File: src/rtl/alu_issue_stage_pkg.sv
// alu_issue_stage_pkg
// Shared definitions for the ALU issue stage: opcode encoding of the
// 4-bit combinational ALU, the last legal opcode, the opcode driven while
// no operation is in flight, the FSM state type and the packed request
// record held in the request FIFO.
package alu_issue_stage_pkg;

  typedef enum logic [3:0] {
    OPC_ADD  = 4'h0,
    OPC_SUB  = 4'h1,
    OPC_MUL  = 4'h2,
    OPC_DIV  = 4'h3,
    OPC_MOD  = 4'h4,
    OPC_AND  = 4'h5,
    OPC_OR   = 4'h6,
    OPC_XOR  = 4'h7,
    OPC_NAND = 4'h8,
    OPC_NOR  = 4'h9,
    OPC_XNOR = 4'hA
  } opc_e;

  localparam logic [3:0] OPC_LAST     = 4'hA;
  // Undefined opcode parked on the ALU bus between issues so every issue
  // produces a visible opcode transition.
  localparam logic [3:0] IDLE_OPC_DEF = 4'hF;

  typedef enum logic {
    ST_IDLE  = 1'b0,
    ST_ISSUE = 1'b1
  } state_t;

  typedef struct packed {
    logic [3:0] opc;
    logic [3:0] a;
    logic [3:0] b;
  } req_t;

endpackage

File: src/rtl/alu_issue_stage_req_fifo.sv
// alu_issue_stage_req_fifo
// Request buffer for the ALU issue stage: DEPTH entries of WIDTH bits,
// first-word-fall-through read (rdata always shows the oldest entry).
// Ports:
//   clk, rst_n   clock, asynchronous active-low reset (pointers/count only)
//   push, wdata  write one entry (ignored when full)
//   pop          drop the oldest entry (ignored when empty)
//   rdata        oldest entry, valid while !empty
//   full, empty  occupancy flags
module alu_issue_stage_req_fifo #(
  parameter int DEPTH = 4,
  parameter int WIDTH = 12
) (
  input  logic             clk,
  input  logic             rst_n,
  input  logic             push,
  input  logic [WIDTH-1:0] wdata,
  input  logic             pop,
  output logic [WIDTH-1:0] rdata,
  output logic             full,
  output logic             empty
);

  localparam int AW = (DEPTH > 1) ? $clog2(DEPTH) : 1;
  localparam int CW = AW + 1;

  logic [WIDTH-1:0] mem [DEPTH];
  logic [AW-1:0]    wptr;
  logic [AW-1:0]    rptr;
  logic [CW-1:0]    count;
  logic             push_ok;
  logic             pop_ok;

  assign push_ok = push && !full;
  assign pop_ok  = pop && !empty;
  assign full    = (count == CW'(DEPTH));
  assign empty   = (count == '0);
  assign rdata   = mem[rptr];

  // Pointers wrap naturally because DEPTH is a power of two.
  always_ff @(posedge clk or negedge rst_n) begin
    if (!rst_n) begin
      wptr  <= '0;
      rptr  <= '0;
      count <= '0;
    end else begin
      if (push_ok) wptr <= wptr + AW'(1);
      if (pop_ok)  rptr <= rptr + AW'(1);
      case ({push_ok, pop_ok})
        2'b10:   count <= count + CW'(1);
        2'b01:   count <= count - CW'(1);
        default: count <= count;
      endcase
    end
  end

  // Storage carries no reset; occupancy is governed by the pointers.
  always_ff @(posedge clk) begin
    if (push_ok) mem[wptr] <= wdata;
  end

endmodule

File: src/rtl/alu_issue_stage.sv
// alu_issue_stage
// Sequential front end for the 4-bit combinational ALU. Requests
// {opcode,a,b} are buffered in a FIFO, issued one at a time on the
// registered alu_* bus, and the ALU answer is captured one cycle later
// and held on a valid/ready result port.
// Ports:
//   clk, rst_n                     clock, asynchronous active-low reset
//   req_valid/req_ready            request handshake (ready = FIFO not full)
//   req_opc, req_a, req_b          request fields
//   alu_opc, alu_a, alu_b          registered operands to the ALU
//   alu_res, alu_flag              combinational ALU answer
//   res_valid/res_ready            result handshake
//   res_data, res_flag, res_err    captured result, carry/borrow, error
module alu_issue_stage
  import alu_issue_stage_pkg::*;
#(
  parameter int         DEPTH    = 4,
  parameter logic [3:0] IDLE_OPC = IDLE_OPC_DEF
) (
  input  logic       clk,
  input  logic       rst_n,
  input  logic       req_valid,
  output logic       req_ready,
  input  logic [3:0] req_opc,
  input  logic [3:0] req_a,
  input  logic [3:0] req_b,
  output logic [3:0] alu_opc,
  output logic [3:0] alu_a,
  output logic [3:0] alu_b,
  input  logic [7:0] alu_res,
  input  logic       alu_flag,
  output logic       res_valid,
  input  logic       res_ready,
  output logic [7:0] res_data,
  output logic       res_flag,
  output logic       res_err
);

  state_t state;
  req_t   head;
  req_t   wreq;
  logic   fifo_full;
  logic   fifo_empty;
  logic   push;
  logic   pop;

  // Result classification: returns {err, flag, data}. Illegal opcodes and
  // divide-by-zero override whatever the ALU drove; only add/sub expose
  // the ALU flag.
  function automatic logic [9:0] capture_result(input logic [3:0] opc,
                                                input logic [3:0] b,
                                                input logic [7:0] res,
                                                input logic       flag);
    logic [9:0] r;
    if (opc > OPC_LAST)
      r = {1'b1, 1'b0, 8'h00};
    else if (opc == OPC_DIV && b == 4'd0)
      r = {1'b1, 1'b0, 8'hFF};
    else if (opc == OPC_ADD || opc == OPC_SUB)
      r = {1'b0, flag, res};
    else
      r = {1'b0, 1'b0, res};
    return r;
  endfunction

  assign wreq      = '{opc: req_opc, a: req_a, b: req_b};
  assign req_ready = !fifo_full;
  assign push      = req_valid && req_ready;
  // An issue needs an empty result slot; the slot freeing in this cycle is
  // only seen next cycle, which sets the 1-per-3-cycles cadence.
  assign pop       = (state == ST_IDLE) && !fifo_empty && !res_valid;

  alu_issue_stage_req_fifo #(
    .DEPTH (DEPTH),
    .WIDTH ($bits(req_t))
  ) u_fifo (
    .clk   (clk),
    .rst_n (rst_n),
    .push  (push),
    .wdata (wreq),
    .pop   (pop),
    .rdata (head),
    .full  (fifo_full),
    .empty (fifo_empty)
  );

  always_ff @(posedge clk or negedge rst_n) begin
    if (!rst_n) begin
      state     <= ST_IDLE;
      alu_opc   <= IDLE_OPC;
      alu_a     <= 4'd0;
      alu_b     <= 4'd0;
      res_valid <= 1'b0;
      res_data  <= 8'd0;
      res_flag  <= 1'b0;
      res_err   <= 1'b0;
    end else begin
      case (state)
        // Issue boundary: oldest request moves onto the ALU bus.
        ST_IDLE: begin
          if (res_valid && res_ready) res_valid <= 1'b0;
          if (pop) begin
            state   <= ST_ISSUE;
            alu_opc <= head.opc;
            alu_a   <= head.a;
            alu_b   <= head.b;
          end
        end
        // Capture boundary: ALU has settled for one cycle; latch its answer.
        ST_ISSUE: begin
          state     <= ST_IDLE;
          alu_opc   <= IDLE_OPC;
          {res_err, res_flag, res_data} <= capture_result(alu_opc, alu_b, alu_res, alu_flag);
          res_valid <= 1'b1;
        end
        default: state <= ST_IDLE;
      endcase
    end
  end

endmodule

File: config.mk
export PLATFORM = sky130hd
export DESIGN_NAME = alu_issue_stage
export DESIGN_NICKNAME = d
export VERILOG_FILES = /design/src/rtl/alu_issue_stage_pkg.sv /design/src/rtl/alu_issue_stage_req_fifo.sv /design/src/rtl/alu_issue_stage.sv
export SDC_FILE = /design/constraint.sdc
export NUM_CORES = 1
export LEC_CHECK = 0
export BUFFER_PORTS_ARGS = -buffer_cell sky130_fd_sc_hd__buf_2
export CORE_ASPECT_RATIO = 1.4
export CORE_MARGIN = 8
export CORE_UTILIZATION = 50
export CTS_CLUSTER_DIAMETER = 60
export CTS_CLUSTER_SIZE = 30
export DETAILED_ROUTE_END_ITERATION = 8
export GPL_ROUTABILITY_DRIVEN = 0
export PLACE_DENSITY_LB_ADDON = 0.08
export SLEW_MARGIN = 10
export SYNTH_ARGS = -nofsm -noshare
export SYNTH_HDL_FRONTEND = slang
export SYNTH_SLANG_ARGS = --single-unit
File: constraint.sdc
create_clock -name clk -period 3.9 [get_ports clk]
set_input_delay 0.39 -clock clk [delete_from_list [all_inputs] [get_ports clk]]
set_output_delay 0.39 -clock clk [all_outputs]
set_load 0.02 [all_outputs]
* After elaboration in Yosys (flattened, before gate mapping)
Memories as Yosys holds them, arrays and structs flattened. Index checks and enable logic that the tools add are counted.
Operators by class: add/subtract/negate cells 4, magnitude comparators 1, eq/ne operators 7, mux-type cells 12, bitwise operators 1, reductions and logical operators 16
Operators with widths (number):
- two-way mux 10 bit | 2
- two-way mux 9 bit | 1
- zero test 4 bit | 2
- one-hot mux 4 bit (2 select lines) | 1
- logical AND 1 bit | 7
- one-hot mux 3 bit (2 select lines) | 1
- adder 2 x 1 -> 2 bit, second input constant | 2
- equality test 4 x 1 -> 1 bit, second input constant | 1
- equality test 4 x 2 -> 1 bit, second input constant | 1
- greater-than comparator 4 bit, second input constant | 1
- two-way mux 1 bit | 4
- two-way mux 4 bit | 1
- inequality test 2 x 1 -> 1 bit, second input constant | 2
- one-hot mux 1 bit (2 select lines) | 2
- adder 3 x 1 -> 3 bit, second input constant | 1
- equality test 3 bit, second input constant | 1
- zero test 1 bit | 3
- zero test 3 bit | 1
- subtractor 3 x 1 -> 3 bit, second input constant | 1
- equality test 2 x 1 -> 1 bit, second input constant | 1
- equality test 2 bit, second input constant | 1
- AND reduction 2 bit | 1
- nonzero test 2 bit | 1
- logical OR 1 bit | 1
- NOT 1 bit | 1
Word-level totals: register bits after elaboration 31, RAM bits 48, input bits 25, logic and storage cells 53, memories kept 1
Memory list:
- u_fifo.mem | words 4, bits a word 12, read ports 1, clocked after Yosys merged registers in 0, wr ports 1, RTL line alu_issue_stage_req_fifo.sv:27 | logic [WIDTH-1:0] mem [DEPTH];

* Logic depth before layout (Yosys ltp)
depth in word-level cells 7, gate-level depth with buffers 10

* Modules after synthesis
Synthesis repeated with hierarchy kept, for this count alone.
Second synthesis, totals: cell total of the unflattened synthesis 189, area, all modules 3205.6 um2
Modules (own cells, without submodules):
- alu_issue_stage_req_fifo | times used 1, cells an instance 100, area an instance 2188.3 um2, seq. area each 1616.6 um2
- alu_issue_stage | times used 1, cells an instance 89, area an instance 1017.2 um2, seq. area each 605.6 um2

* Worst setup path before layout
OpenSTA, ideal clock, no wires.
path kind flip-flop to flip-flop, from register state, to register u_fifo.count[2], data arrival time 2073 ps, required time 3821 ps, path slack 1748 ps, stages on the path, launching flop included 11, clock period less this slack 2152 ps, path through dfrtp_1 > buf_2 > or3_1 > buf_4 > clkinv_4 > ha_1 > inv_1 > fa_1 > xor2_1 > nor2_1 > xor2_1
On the way: longest elaborated chain between the ends 6
RTL lines:
- from (decl) | RTL line alu_issue_stage.sv:39 | state_t state;
- from (signal assigned) | RTL line alu_issue_stage.sv:89 | state <= ST_IDLE;
- from (signal assigned) | RTL line alu_issue_stage.sv:103 | state <= ST_ISSUE;
- from (signal assigned) | RTL line alu_issue_stage.sv:111 | state <= ST_IDLE;
- NOT 1 bit (no source line) (*)
- logical AND 1 bit (*) (2 in series) | RTL line alu_issue_stage.sv:71 | assign pop = (state == ST_IDLE) && !fifo_empty && !res_valid;
- logical AND 1 bit (*) | RTL line alu_issue_stage_req_fifo.sv:35 | assign pop_ok = pop && !empty;
- net u_fifo.pop_ok | RTL line alu_issue_stage_req_fifo.sv:32 | logic pop_ok;
- equality test 2 x 1 -> 1 bit or equality test 2 bit (tied branches) | RTL line alu_issue_stage_req_fifo.sv:49 | case ({push_ok, pop_ok})
- one-hot mux 3 bit (2 select lines) or nonzero test 2 bit (tied branches)
- to (signal assigned) | RTL line alu_issue_stage_req_fifo.sv:50 | 2'b10: count <= count + CW'(1);
- to (signal assigned) | RTL line alu_issue_stage_req_fifo.sv:51 | 2'b01: count <= count - CW'(1);
- to (signal assigned) | RTL line alu_issue_stage_req_fifo.sv:52 | default: count <= count;
- to (decl) | RTL line alu_issue_stage_req_fifo.sv:30 | logic [CW-1:0] count;
Mark *: on every way through the listed nets, which the timed path passes. The rest lies on a longest branch. A chain may end at the register's enable or synchronous reset.

* Worst setup path after layout
Same ends and word-level chain as after synthesis.

==> flow_results.org <==
** Run status
- Status :: finished clean

** Pwr
- Cell area power density :: 837.5 nW/um^2
- Summed over all cells, the static leakage comes to 1.543 nW.
- The worst-case IR drop observed on VDD is 0.0004110 V.

** CTS
- The number of gates resized after CTS was 0.
- Clock-pin slew was measured on the worst setup and hold paths at 0.08 ns.
- Insertion delay to the later sink of the worst-skew pair :: 0.35 ns
- TritonCTS built the clock tree.
- TritonCTS buffer count :: 9
- Clock sink count :: 79
- After clock tree synthesis, the flow added hold-fix buffers numbering 0.
- Master cell of the clock root buffer :: sky130_fd_sc_hd__clkbuf_8
- Count of buffers added by post-CTS timing repair for setup :: 0
- No sink is reached through more buffers than the 2 on the longest clock path.
- Level count of the clock H-tree :: 3

** Final layout
- Final instance area :: 3759 sq um
- Of the cells placed in the final design, the portion with a size suffix greater than 1 is 40.76%.
- Layout filler cell count :: 473
- Leaving out fill and tap cells, the most frequent cells in the layout are 48 x sky130_fd_sc_hd__buf_2, 48 x sky130_fd_sc_hd__edfxtp_1, 27 x sky130_fd_sc_hd__dfrtp_1.
- The repair_antennas step left the layout with diodes totalling 0.
- Number of nets in the layout :: 264
- Compared with the post-synthesis result, the final layout area differs by 16.80%.
- Excluding fillers, the count of instances in the completed layout stands at 310.

** Yosys
- Synthesis inferred 79 register bits.
- Register area share after synthesis :: 69.05%
- The number of nets in the synthesized netlist is 212.
- Dominant cells by area after synthesis :: sky130_fd_sc_hd__edfxtp_1 45%, sky130_fd_sc_hd__dfrtp_1 21%, sky130_fd_sc_hd__mux4_2 5.6%
- Portion of synthesized cell area occupied by the leading cell type :: 44.79%
- The mapped netlist covers 3218 sq um.
- Library cell occupying the most area in the post-synthesis netlist :: sky130_fd_sc_hd__edfxtp_1
- Number of warning messages in the yosys log :: 0
- Counting every instance in the synthesized netlist gives 181.
- Avg Inst Size Synth :: 17.78 sq um
- Post-synth cell types :: 37

** Global route
- Entering global routing, the biggest net connects 32 pins.
- Global routing used 13.42% of the available tracks across all layers.
- Number of global-route vias before repair :: 1802
- The initial antenna violation count came to 0.
- Remaining global-route overflow :: 0
- First-pass GRT wire length :: 9446 microns

** Worst setup path
- The worst setup path is launched from a flip-flop.
- Walking the worst path, the cells encountered are or3_1, clkinv_4, ha_1, inv_1, fa_1, xor2_1, nor2_1, xor2_1.
- On the worst path, the slowest cell contributes a delay of 0.61 ns.
- Endpoint class of the critical path :: flip-flop
- The critical path is of the reg -> reg type.
- For flop-to-flop paths, the worst setup slack is 1.43 ns.
- By instance count, the cell type seen most on the critical path is sky130_fd_sc_hd__xor2_1.
- Critical path fanouts, max :: 18
- On the critical path the largest part of the delay comes from simple AND/OR/NAND/NOR gates.
- CP Buf/Inv Count :: 2
- The slowest stage of the critical path belongs to the cell sky130_fd_sc_hd__or3_1.
- Critical path arrival :: 2.74 ns
- CP required :: 4.17 ns

** STA
- RSZ-0062 raised after global routing :: no
- The worst path uses 63.37% of the clock period.
- Adding up every negative setup slack in the final design gives 0 ns.
- Relative slew slack :: 45.47%
- Number of hold violations in the final report :: 0
- Static timing analysis puts the maximum clock frequency at 0.4046 GHz.
- Crit path time final :: 2.472 ns
- Pins Over Slew Limit :: 0
- Max Clock Skew :: 0.01376 ns
- Number of endpoints failing setup at the final stage :: 0
- For the pin with the worst max-slew slack, the measured transition is 0.8180 ns.

** Die
- Std cell rows :: 34
- Width of the chip :: 83.81 microns
- For this configuration, the core starts out at a cell density of 51.81%.
- 49 I/O pins were placed.
- Die Y-Extent :: 110.9 microns
- The die covers 9296 sq um.
- Core area :: 6211 sq um

** Route
- Via total after detailed routing :: 1667
- Post-detailed-route via-to-cell ratio :: 5.377
- Number of design rule violations left after detail routing :: 0
- The pre-antenna-repair detailed-routing pass consisted of 4 iterations.
- After the first detailed-routing iteration, the DRC count stood at 60.
- Number of nets with antenna violations after detailed routing :: 0
- Average wire per cell in the routed design :: 18.75 microns
- WL final :: 5811 microns

** Min path
- The tightest min-delay check is of the in -> async type.

** Place
- Number of placed instances with taps included :: 294
- After legalization and detailed placement, the total HPWL measured 4052 microns.
- After detailed placement, the total cell area comes to 3492 sq um.
- Buffers placed on the I/O ports in this run total 48.

** Flow run
- Number of max-cap violations :: 0
==> Yosys cell counts (all sizes together) <==
| library cell | instances |
|---|---|
| buf | 5 |
| and3 | 4 |
| nor4bb | 1 |
| or3 | 1 |
| nor3 | 1 |
| and2 | 2 |
| o22a | 1 |
| clkbuf | 2 |
| nor2 | 1 |
| nor4b | 1 |
| xor2 | 2 |
| nor4 | 1 |
| xnor2 | 4 |
| dfstp | 4 |
| or4b | 1 |
| clkinv | 1 |
| or3b | 1 |
| ha | 5 |
| edfxtp | 48 |
| a21o | 1 |
| mux4 | 12 |
| or2 | 4 |
| o22ai | 8 |
| fa | 1 |
| inv | 17 |
| o21ai | 1 |
| mux2 | 14 |
| dfrtp | 27 |
| a21oi | 9 |
| mux2i | 1 |
==> layout make-up <==
type | instances | area, sq um | share of cell area [%]
clock buffer | 10 | 127.6 | 3.395
clock inverter | 6 | 132.6 | 3.529
inverter | 18 | 72.57 | 1.931
multi-input combinational | 77 | 873.3 | 23.24
sequential | 79 | 2222 | 59.12
tap | 72 | 90.09 | 2.397
timing repair buffer | 48 | 240.2 | 6.391
==> where the power goes <==
part           internal, mW  total, mW  switching (mW)
combinational         0.506       1.00           0.499
clock                 0.489      0.773           0.284
sequential             1.16       1.37           0.207
total                  2.16       3.15           0.990
==> cells by family after synthesis <==
family | synth area share (%)
XOR/XNOR | 1.633
buffers and inverters | 4.005
AO/OA/AOI/OAI | 3.616
AND/OR/NAND/NOR | 4.121
adder cells (fa/ha/maj) | 2.566
multiplexers | 15.01
flip-flops | 69.05
==> worst paths after layout <==
check,cells past startpoint,startpoint,endpoint
min in group clk,1,req_a[0],u_fifo.mem[1][4]$_DFFE_PP_
hold reg to reg,1,u_fifo.count[2]$_DFFE_PN0P_,u_fifo.count[2]$_DFFE_PN0P_
max in group asynchronous,1,rst_n,alu_a[1]$_DFFE_PN0P_
setup reg to reg,8,state$_DFF_PN0_,u_fifo.count[2]$_DFFE_PN0P_
setup / recovery,8,state$_DFF_PN0_,u_fifo.count[2]$_DFFE_PN0P_
hold / removal,1,rst_n,res_flag$_DFFE_PN0P_
==> metal layers <==
metal	GRT usage, %	part of all wire [%]	vias to the layer above
met1	14.19	40	836
met5	0	0	-
li1	-	-	780
met3	6.544	7.3	5
met2	21.53	52	46
met4	6.936	1.0	0
==> flip-flops by register name, indices dropped and copies added (netlist names) <==
signal and flops:
u_fifo.mem 48, state 1, alu_b 4, u_fifo.rptr 2
res_err 1, res_valid 1, res_flag 1, res_data 8
u_fifo.wptr 2, alu_opc 4, u_fifo.count 3, alu_a 4
==> stage by stage <==
| step | hold slack, ns | util (%) | power (mW) | worst slack, ns |
|---|---|---|---|---|
| 2_1_floorplan | 0.09441 | - | 2.145 | 1.748 |
| 3_3_place_gp | 0.4628 | 56.22 | 2.363 | 1.494 |
| 3_5_place_dp | 0.4758 | 56.22 | 2.416 | 1.413 |
| 4_1_cts | 0.08994 | 60.42 | 3.198 | 1.401 |
| 5_1_grt | 0.1289 | 60.52 | 3.338 | 1.231 |
| 6_report | 0.08877 | 60.52 | 3.148 | 1.429 |
==> worst register-to-register path: stages, from the launching register on <==
cell                       delay [ns]
sky130_fd_sc_hd__dfrtp_1         0.57
sky130_fd_sc_hd__or3_1           0.61
sky130_fd_sc_hd__clkinv_4        0.20
sky130_fd_sc_hd__ha_1            0.20
sky130_fd_sc_hd__inv_1           0.06
sky130_fd_sc_hd__fa_1            0.37
sky130_fd_sc_hd__xor2_1          0.15
sky130_fd_sc_hd__nor2_1          0.11
sky130_fd_sc_hd__xor2_1          0.15
No activity file was read; power rests on OpenSTA's default activity.
